--- src/rtl/stream_xor_if.sv ---
// stream_xor_if -- bundle of the three byte-stream channels used by stream_xor.
//   ks_*  : keystream bits from the cipher core (ks_bit/ks_valid in, ks_ready out)
//   pt_*  : plaintext bytes (pt_data/pt_valid in, pt_ready out)
//   ct_*  : ciphertext bytes (ct_data/ct_valid out, ct_ready in)
// The slave modport is the stream_xor view; master is the environment view.
interface stream_xor_if;
  logic       ks_bit;
  logic       ks_valid;
  logic       ks_ready;
  logic [7:0] pt_data;
  logic       pt_valid;
  logic       pt_ready;
  logic [7:0] ct_data;
  logic       ct_valid;
  logic       ct_ready;

  modport master (
    output ks_bit, ks_valid,
    input  ks_ready,
    output pt_data, pt_valid,
    input  pt_ready,
    input  ct_data, ct_valid,
    output ct_ready
  );

  modport slave (
    input  ks_bit, ks_valid,
    output ks_ready,
    input  pt_data, pt_valid,
    output pt_ready,
    output ct_data, ct_valid,
    input  ct_ready
  );
endinterface

--- src/rtl/stream_xor.sv ---
// stream_xor -- assembles 8 keystream bits (LSB first) into a byte, XORs it
// with one plaintext byte and presents the ciphertext byte downstream,
// repeating for msg_len bytes per message.
// Ports:
//   clk      : rising-edge clock
//   reset    : asynchronous active-high reset
//   start    : one-cycle message request (honoured only in IDLE)
//   msg_len  : message length in bytes, sampled on an accepted start
//   bus      : ks/pt/ct stream channels (slave side)
//   busy     : high whenever the FSM is not IDLE
//   done     : one-cycle pulse at message end (also for a zero-length start)
//   byte_cnt : ciphertext bytes delivered in the current or last message
//
// state   | meaning
// IDLE    | waiting for start
// FILL    | collecting 8 keystream bits
// WAIT_PT | keystream byte ready, waiting for a plaintext byte
// OUT     | ciphertext byte held until the downstream takes it
module stream_xor #(
  parameter int LEN_W = 16
) (
  input  logic             clk,
  input  logic             reset,
  input  logic             start,
  input  logic [LEN_W-1:0] msg_len,
  stream_xor_if.slave      bus,
  output logic             busy,
  output logic             done,
  output logic [LEN_W-1:0] byte_cnt
);

  typedef enum logic [1:0] {
    IDLE    = 2'd0,
    FILL    = 2'd1,
    WAIT_PT = 2'd2,
    OUT     = 2'd3
  } state_t;

  state_t           state;
  state_t           state_nxt;

  logic [LEN_W-1:0] len_q;
  logic [2:0]       bit_idx;
  logic [7:0]       ks_byte;
  logic [7:0]       ct_data_q;
  logic             ct_valid_q;
  logic             ks_rdy;
  logic             pt_rdy;

  logic             ks_xfer;
  logic             pt_xfer;
  logic             ct_xfer;
  logic             start_go;
  logic             start_zero;
  logic             last_byte;
  logic [LEN_W-1:0] cnt_inc;

  assign bus.ks_ready = ks_rdy;
  assign bus.pt_ready = pt_rdy;
  assign bus.ct_data  = ct_data_q;
  assign bus.ct_valid = ct_valid_q;

  assign ks_xfer    = ks_rdy & bus.ks_valid;
  assign pt_xfer    = pt_rdy & bus.pt_valid;
  assign ct_xfer    = (state == OUT) & ct_valid_q & bus.ct_ready;
  assign start_go   = (state == IDLE) & start & (msg_len != '0);
  assign start_zero = (state == IDLE) & start & (msg_len == '0);
  assign cnt_inc    = byte_cnt + 1'b1;
  assign last_byte  = (cnt_inc == len_q);

  // state register
  always_ff @(posedge clk or posedge reset) begin
    if (reset) state <= IDLE;
    else       state <= state_nxt;
  end

  // next-state logic
  always_comb begin
    state_nxt = state;
    case (state)
      IDLE:    if (start_go) state_nxt = FILL;
      FILL:    if (ks_xfer && bit_idx == 3'd7) state_nxt = WAIT_PT;
      WAIT_PT: if (pt_xfer) state_nxt = OUT;
      OUT:     if (ct_xfer) state_nxt = last_byte ? IDLE : FILL;
      default: state_nxt = IDLE;
    endcase
  end

  // state-decoded outputs
  always_comb begin
    ks_rdy = 1'b0;
    pt_rdy = 1'b0;
    busy   = 1'b1;
    case (state)
      IDLE:    busy   = 1'b0;
      FILL:    ks_rdy = 1'b1;
      WAIT_PT: pt_rdy = 1'b1;
      default: ;
    endcase
  end

  // datapath: length latch, keystream assembly, ciphertext register, counters
  always_ff @(posedge clk or posedge reset) begin
    if (reset) begin
      len_q      <= '0;
      bit_idx    <= '0;
      ks_byte    <= '0;
      ct_data_q  <= '0;
      ct_valid_q <= 1'b0;
      byte_cnt   <= '0;
      done       <= 1'b0;
    end else begin
      done <= 1'b0;

      if (start_go) begin
        len_q    <= msg_len;
        byte_cnt <= '0;
        bit_idx  <= '0;
        ks_byte  <= '0;
      end else if (start_zero) begin
        byte_cnt <= '0;
        done     <= 1'b1;
      end

      // 3-bit index wraps to 0 after the 8th bit on its own
      if (ks_xfer) begin
        ks_byte[bit_idx] <= bus.ks_bit;
        bit_idx          <= bit_idx + 3'd1;
      end

      if (pt_xfer) begin
        ct_data_q  <= bus.pt_data ^ ks_byte;
        ct_valid_q <= 1'b1;
      end

      if (ct_xfer) begin
        ct_valid_q <= 1'b0;
        byte_cnt   <= cnt_inc;
        if (last_byte) done <= 1'b1;
      end
    end
  end

endmodule

--- src/flat_wrapper.sv ---
// flat-port wrapper written by rule: the top's interface ports become plain ports
module stream_xor_flat 
#(
  parameter int LEN_W = 16
)
  (clk, reset, start, msg_len, busy, done, byte_cnt, bus_ks_bit, bus_ks_valid, bus_ks_ready, bus_pt_data, bus_pt_valid, bus_pt_ready, bus_ct_data, bus_ct_valid, bus_ct_ready);
  stream_xor_if bus_i ();
  input  logic clk;
  input  logic reset;
  input  logic start;
  input  logic [LEN_W-1:0] msg_len;
  output logic busy;
  output logic done;
  output logic [LEN_W-1:0] byte_cnt;
  input wire logic [$bits(bus_i.ks_bit)-1:0] bus_ks_bit;
  input wire logic [$bits(bus_i.ks_valid)-1:0] bus_ks_valid;
  output wire logic [$bits(bus_i.ks_ready)-1:0] bus_ks_ready;
  input wire logic [$bits(bus_i.pt_data)-1:0] bus_pt_data;
  input wire logic [$bits(bus_i.pt_valid)-1:0] bus_pt_valid;
  output wire logic [$bits(bus_i.pt_ready)-1:0] bus_pt_ready;
  output wire logic [$bits(bus_i.ct_data)-1:0] bus_ct_data;
  output wire logic [$bits(bus_i.ct_valid)-1:0] bus_ct_valid;
  input wire logic [$bits(bus_i.ct_ready)-1:0] bus_ct_ready;
  assign bus_i.ks_bit = bus_ks_bit;
  assign bus_i.ks_valid = bus_ks_valid;
  assign bus_ks_ready = bus_i.ks_ready;
  assign bus_i.pt_data = bus_pt_data;
  assign bus_i.pt_valid = bus_pt_valid;
  assign bus_pt_ready = bus_i.pt_ready;
  assign bus_ct_data = bus_i.ct_data;
  assign bus_ct_valid = bus_i.ct_valid;
  assign bus_i.ct_ready = bus_ct_ready;
  stream_xor #(.LEN_W(LEN_W)) u_core (.clk(clk), .reset(reset), .start(start), .msg_len(msg_len), .bus(bus_i), .busy(busy), .done(done), .byte_cnt(byte_cnt));
endmodule
--- config.mk ---
export PLATFORM = sky130hd
export DESIGN_NAME = stream_xor_flat
export DESIGN_NICKNAME = d
export VERILOG_FILES = /design/src/rtl/stream_xor_if.sv /design/src/rtl/stream_xor.sv /design/src/flat_wrapper.sv
export SDC_FILE = /design/constraint.sdc
export NUM_CORES = 1
export LEC_CHECK = 0
export ABC_AREA = 1
export CORE_UTILIZATION = 50
export CTS_CLUSTER_DIAMETER = 60
export DETAILED_ROUTE_END_ITERATION = 10
export GPL_TIMING_DRIVEN = 0
export PLACE_DENSITY = 0.8
export SLEW_MARGIN = 15
export SYNTH_ARGS = -nofsm -noshare
export SYNTH_HDL_FRONTEND = slang
export SYNTH_SLANG_ARGS = --single-unit
--- constraint.sdc ---
create_clock -name clk -period 2.1 [get_ports clk]
set_clock_uncertainty 0.15 [all_clocks]
set_input_delay 0.42 -clock clk [delete_from_list [all_inputs] [get_ports clk]]
set_output_delay 0.42 -clock clk [all_outputs]
set_load 0.01 [all_outputs]
==> results of run 1 <==
final timing paths:
path,slack [ns],start,cells after the start,to
max in group asynchronous,0.81,reset,3,u_core.byte_cnt[1]
max reg2reg,-0.06,u_core.byte_cnt[1],16,u_core.state[0]
max,-0.06,u_core.byte_cnt[1],16,u_core.state[0]
min reg2reg,0.35,u_core.bus.ct_data[1],2,u_core.bus.ct_data[1]
min,0.35,u_core.bus.ct_data[1],2,u_core.bus.ct_data[1]
min in group asynchronous,0.40,reset,2,u_core.bit_idx[1]
power by group:
| group | switching (mW) | leakage [nW] | internal (mW) |
|---|---|---|---|
| clock | 0.358 | 0.0612 | 0.387 |
| sequential | 0.232 | 0.717 | 1.38 |
| combinational | 0.956 | 1.05 | 0.789 |
| total | 1.55 | 1.83 | 2.55 |
cell type report:
class | count | area, um^2 | share of cell area
timing repair buffer | 69 | 686 | 0.169
clock buffer | 6 | 82.6 | 0.0203
sequential | 55 | 1380 | 0.340
multi-input combinational | 300 | 1560 | 0.383
tap | 75 | 93.8 | 0.0231
clock inverter | 2 | 35.0 | 0.00863
inverter | 49 | 184 | 0.0453
buffer | 7 | 43.8 | 0.0108
sequential cells by signal, indices dropped and copies added (netlist names):
register             cells
u_core.ks_byte           8
u_core.len_q            16
u_core.state             2
u_core.done              1
u_core.byte_cnt         16
u_core.bit_idx           3
u_core.bus.ct_data       8
u_core.bus.ct_valid      1
kinds of logic after synthesis:
logic type,after synthesis
AOI/OAI and AO/OA,56
xor gates and xnor gates,10
adders and majority gates,8
buffers and inverters,57
DFF,55
and+or+nand+nor,226
through the flow:
stage | hold slack [ns] | setup TNS [ns]
4_1_cts | 0.355 | -0.0451
5_1_grt | 0.374 | -0.291
3_5_place_dp | 0.331 | -9.98
3_3_place_gp | 0.320 | -58.15
6_report | 0.351 | -0.0642
2_1_floorplan | 0.305 | 0
routing by layer:
layer,track usage,part of all wire,vias to the layer above
li1,-,-,1507
met1,0.364,0.44,1453
met2,0.450,0.49,112
met3,0.0562,0.059,11
met4,0.0714,0.012,0
met5,0,0,-
synth_stat cells:
master    count
inv_1        47
xor2_1        1
o21ai_1       1
nand2_2       5
nor2_1       24
nor3_1        1
nor2_4        4
nand4_1      13
nand3_1      50
o22ai_1       8
inv_2         2
o21ai_0      44
xnor2_1       8
buf_2         2
ha_1          8
xnor3_1       1
a221oi_1      1
a21oi_1       1
dfrtp_1      55
clkbuf_1      6
nand3b_1      1
o21bai_1      1
and2_1        2
nand2_1     117
nand3_2       2
nor2_2        3
nor4_1        4
critical path, stage by stage, from the launching register on:
cell     delay, ns
dfrtp_2       0.46
buf_4         0.15
buf_4         0.13
nand3_2       0.11
nand2_1       0.07
nand2_1       0.09
nor2_1        0.06
nor2_2        0.11
nand2_1       0.06
nor2_1        0.10
nand3_1       0.10
nor2_1        0.10
nand2_1       0.10
nand2_1       0.08
nand2_1       0.05
nand2_1       0.06
nand2_1       0.06
timing repair:
action / 4_1_cts / 5_1_grt
resized for setup: 11 / 12
pin swaps: 0 / 11
endpoints found under the setup margin: 25 / 29
buffers inserted: 2 / 7
cloned: 0 / 0
hold buffers: 0 / 0
==> out/results.ini, run 1 <==
[run_status]
status = finished, violations left
violations = negative setup slack

[power_and_ir_drop]
p_total_mw = 4.10
power_density_nw_per_um2 = 1010
power_leakage_nw = 1.83
peakVddDrop_mv = 0.595

[clock_network]
cts_tree = built
clockBufferDepth = 2
ctsRootBufferMaster = clkbuf_8
clkSinkCount = 55
h-tree-depth = 2
worstSkewPairLatency_ns = 0.31
numCtsBuffers = 5
clk_pin_slew_worst_paths_ns = 0.10

[detailed_routing]
drc = 0
routed_wl_mm = 8.48
drtAntennaViolNets = 0
via_count = 3083
dr.pass1.iters = 7
wl_per_cell_um = 15.1
via_per_inst = 5.48
drt_iter0_markers = 317

[yosys]
syn_area_um2 = 3120
synth_adder_area_share = 0.0321
avgSynthCellArea_um2 = 7.56
ys_seq_elements = 55
yosys-top-cells-area = dfrtp_1, nand2_1, nand3_1
syn_nets = 451
yosys-mux-area-fraction = 0
yosys.area_share.simple = 0.329
yosysTopAreaCell = dfrtp_1
synth_xor_area_frac = 0.0325
synth_compound_area_frac = 0.0951
synth_top_family_by_area = simple AND/OR/NAND/NOR gates
ys_seq_area_frac = 0.442
synth.top_cell.area_share = 0.442
yosysWarningCount = 0
ys_types = 27
postSynthCellCount = 412

[place]
placed_area_um2 = 3830
hpwl_mm = 6.33
place.gp.congestion = 0.881
portBuffers = 59
place_ws_ns = -0.449
dp.cells = 547

[layout]
n_fill_cell = 490
nets = 526
final_util = 0.682
most-common-layout-cells = nand2_1, clkdlybuf4s50_1, dfrtp_1, nand3_1
area_growth_pct = 30.3
final_common_cell = nand2_1
antennaDiodeCount = 0
drive_gt1_frac = 0.0963
fin_area_um2 = 4060
layout.cells.non_filler = 563

[grt]
overflow = 0
antenna_found_initial = 0
grt.total_usage = 0.273
grt_pass1_vias = 2928
grt_first_pass_wirelength_mm = 13.6
grt_max_degree = 35

[floorplanning]
num_io_pins = 60
die_y_um = 81.0
num_rows = 28
core_area_um2 = 5960
die_w_um = 81.0
start_util = 0.523
die_area_um2 = 6550

[critical_path]
startpoint_type = flop
required_ns = 2.15
endpoint_kind = flop
critPathMaxFanout = 4
path_class = flop to flop
arrival_ns = 2.21

[timing]
period_share = 1.03
maxSlewViolCount = 0
hold_viol = 0
slew_headroom = 0.497
finalSetupViolations = 1
worstMarginPinSlew_ns = 0.754
finalWorstSetupSlack_ns = -0.0642
fin_crit_ns = 2.16
fmax_mhz = 462
rsz0062_at_grt = true

[job]
cap_viol_max_count = 0

[worst_hold_path]
hp-class = flop to flop

(Power assumes the default switching activity.)
==> run 2, diff against run 1 <==
--- a/config.mk
+++ b/config.mk
@@ -9,8 +9,9 @@
 export CORE_UTILIZATION = 50
 export CTS_CLUSTER_DIAMETER = 60
 export DETAILED_ROUTE_END_ITERATION = 10
+export DONT_BUFFER_PORTS = 1
 export GPL_TIMING_DRIVEN = 0
-export PLACE_DENSITY = 0.8
+export PLACE_DENSITY = 0.68
 export SLEW_MARGIN = 15
 export SYNTH_ARGS = -nofsm -noshare
 export SYNTH_HDL_FRONTEND = slang
==> out/results.ini, run 2 (same netlist as run 1, synthesis figures left out) <==
[run_status]
status = finished, violations left
violations = negative setup slack

[timing]
fin_crit_ns = 2.17  ; +0.00378 ns
finalSetupViolations = 1  ; unchanged
fmax_mhz = 461  ; -0.17%
finalWorstSetupSlack_ns = -0.0680  ; -0.00378 ns
rsz0062_at_grt = true
maxSlewViolCount = 0  ; unchanged
hold_viol = 0  ; unchanged
fin_hold_ws_ns = 0.0576  ; -0.293 ns
worstMarginPinSlew_ns = 0.608  ; -0.146 ns
slew_headroom = 0.594  ; +0.0973
period_share = 1.03  ; +0.00180

[layout]
antennaDiodeCount = 0  ; unchanged
top_regs = u_core.byte_cnt x16, u_core.len_q x16
nets = 461  ; -12%
n_fill_cell = 564  ; +15%
drive_gt1_frac = 0.111  ; +0.0148
area_growth_pct = 9.71
final_common_cell = nand2_1
most-common-layout-cells = nand2_1, dfrtp_1, nand3_1, inv_1, o21ai_0
layout.cells.non_filler = 498  ; -12%

[detailed_routing]
drc = 0  ; unchanged
drtAntennaViolNets = 0  ; unchanged
via_count = 2813  ; -8.8%
routed_wl_mm = 7.69  ; -9.3%
wl_per_cell_um = 15.4  ; +2.6%
via_per_inst = 5.65  ; +3.2%
drt_iter0_markers = 129  ; -59%
dr.pass1.iters = 4  ; -3

[worst_hold_path]
hp-class = input pin to flop
hp-start = msg_len[15]
min_path_cells = 2  ; unchanged
holdPathEnd = u_core.len_q[15]

[power_and_ir_drop]
power_leakage_nw = 1.56  ; -15%
p_sw_mw = 1.49  ; -3.6%
p_int_mw = 2.07  ; -19%
peakVddDrop_mv = 0.528  ; -11%
p_clk_frac = 0.182  ; about the same
swShare = 0.418  ; +0.0408
power_density_nw_per_um2 = 1040  ; +3.3%
combPwrFrac = 0.350  ; -0.076
pwr-share-seq = 0.469  ; +0.077

[critical_path]
reg2reg_slack_ns = -0.07  ; about the same
arrival_ns = 2.24  ; +0.03 ns
reg2reg_to = u_core.state[0]
required_ns = 2.17  ; +0.02 ns
endpoint_kind = flop
r2r_start = u_core.byte_cnt[1]
path_class = flop to flop
critPathMaxFanout = 7  ; +3
rr_worst_depth = 14  ; -2
startpoint_type = flop

[floorplanning]
core_area_um2 = 5960  ; unchanged
die_y_um = 81.0  ; unchanged
die_w_um = 81.0  ; unchanged
start_util = 0.523  ; unchanged
die_area_um2 = 6550  ; unchanged
num_rows = 28  ; unchanged
num_io_pins = 60  ; unchanged

[clock_network]
cts_tree = built
clk_pin_slew_worst_paths_ns = 0.12  ; +0.02 ns
worstSkewPairLatency_ns = 0.33  ; +0.02 ns
ctsRootBufferMaster = clkbuf_8
clockBufferDepth = 2  ; unchanged
h-tree-depth = 2  ; unchanged
numCtsBuffers = 5  ; unchanged
clkSinkCount = 55  ; unchanged

[grt]
antenna_found_initial = 0  ; unchanged
overflow = 0  ; unchanged
grt_pass1_vias = 2667  ; -8.9%
grt_max_degree = 29  ; -17%
grt_first_pass_wirelength_mm = 12.3  ; -9.8%
grt.total_usage = 0.247  ; -0.0255

[job]
cap_viol_max_count = 0  ; unchanged

[place]
place.gp.congestion = 0.882  ; +0.15%
dp.cells = 488  ; -11%
hpwl_mm = 5.83  ; -7.9%
portBuffers = 0  ; -100%

-- run 2: cell types whose count changed in the layout (fill, tap and decap cells not counted), moves of 2 or more --
cell             before  now
nand3_1              50   47
nor2_1               23   20
buf_4                 9    2
nand3_2               2    5
clkdlybuf4s50_1      56    0
dlygate4sd2_1         2    0
nor2_2                3    5
inv_1                44   46
nand2_1             117  115
inv_2                 5    3
-- run 2: per-layer routing --
metal | routed length, um | up-vias | track usage
li1 | - | 1378 | -
met1 | 3520 | 1331 | 0.331
met2 | 3510 | 90 | 0.392
met3 | 521 | 14 | 0.0607
met4 | 142 | 0 | 0.0804
met5 | 0 | - | 0
-- run 2: power by group through the flow --
stage               Sequential, mW  Clock [mW]  Combinational (mW)
floorplan                     1.61           0               0.918
global placement              1.67           0                1.14
detailed placement            1.68           0                1.19
CTS                           1.67       0.659                1.20
global route                  1.71       0.704                1.45
finish                        1.67       0.648                1.25
-- run 2: area by class of cell --
class / count / area, um^2 / area share
multi-input cells: 300 / 1590 / 0.464
flip-flops and latches: 55 / 1380 / 0.404
inverters: 49 / 184 / 0.0538
well taps: 75 / 93.8 / 0.0274
clock buffers: 5 / 68.8 / 0.0201
repair buffers: 4 / 45.0 / 0.0132
plain buffers: 7 / 35.0 / 0.0102
clock inverters: 3 / 27.5 / 0.00805
-- run 2: repair_timing --
item | CTS | global route
setup endpoints to repair | 12 | 35
endpoints found under the hold margin | 27 | 0
hold buffers | 1 | 0
buffers inserted | 0 | 2
pin swaps | 1 | 11
gates resized for setup | 6 | 19
-- run 2: worst max-delay path by stage --
stage	depth (start not counted)	to	start	slack [ns]
after floorplan	14	u_core.state[0]	u_core.byte_cnt[1]	0.14
after global placement	1	u_core.byte_cnt[10]	reset	-0.46
after detailed placement	14	u_core.state[0]	u_core.byte_cnt[1]	-0.30
after CTS	14	u_core.state[0]	u_core.byte_cnt[1]	-0.09
after global routing	14	u_core.state[0]	u_core.byte_cnt[1]	-0.19
final	14	u_core.state[0]	u_core.byte_cnt[1]	-0.07
-- run 2: worst max-delay path, stage by stage (launching register included) --
cell,delay [ns]
dfrtp_2,0.52
ha_4,0.20
nand3_2,0.12
nor2_4,0.23
nand3_1,0.09
nand2_1,0.08
nand3_1,0.07
nand2_1,0.08
nand3_2,0.10
nor2_4,0.13
nand2_2,0.07
nand2_1,0.06
nand2_1,0.04
nand2_1,0.05
nand2_1,0.04
-- run 2: metrics by stage --
step / setup TNS (ns) / utilization / worst slack, ns / total power, mW / cell area [um^2]
finish: -0.0680 / 0.574 / -0.0680 / 3.57 / 3420
global route: -0.271 / 0.574 / -0.187 / 3.87 / 3420
CTS: -0.0881 / 0.563 / -0.0881 / 3.53 / 3360
detailed placement: -1.77 / 0.542 / -0.301 / 2.87 / 3230
global placement: -26.04 / 0.539 / -0.458 / 2.82 / 3210
floorplan: 0 / - / 0.145 / 2.53 / 3120
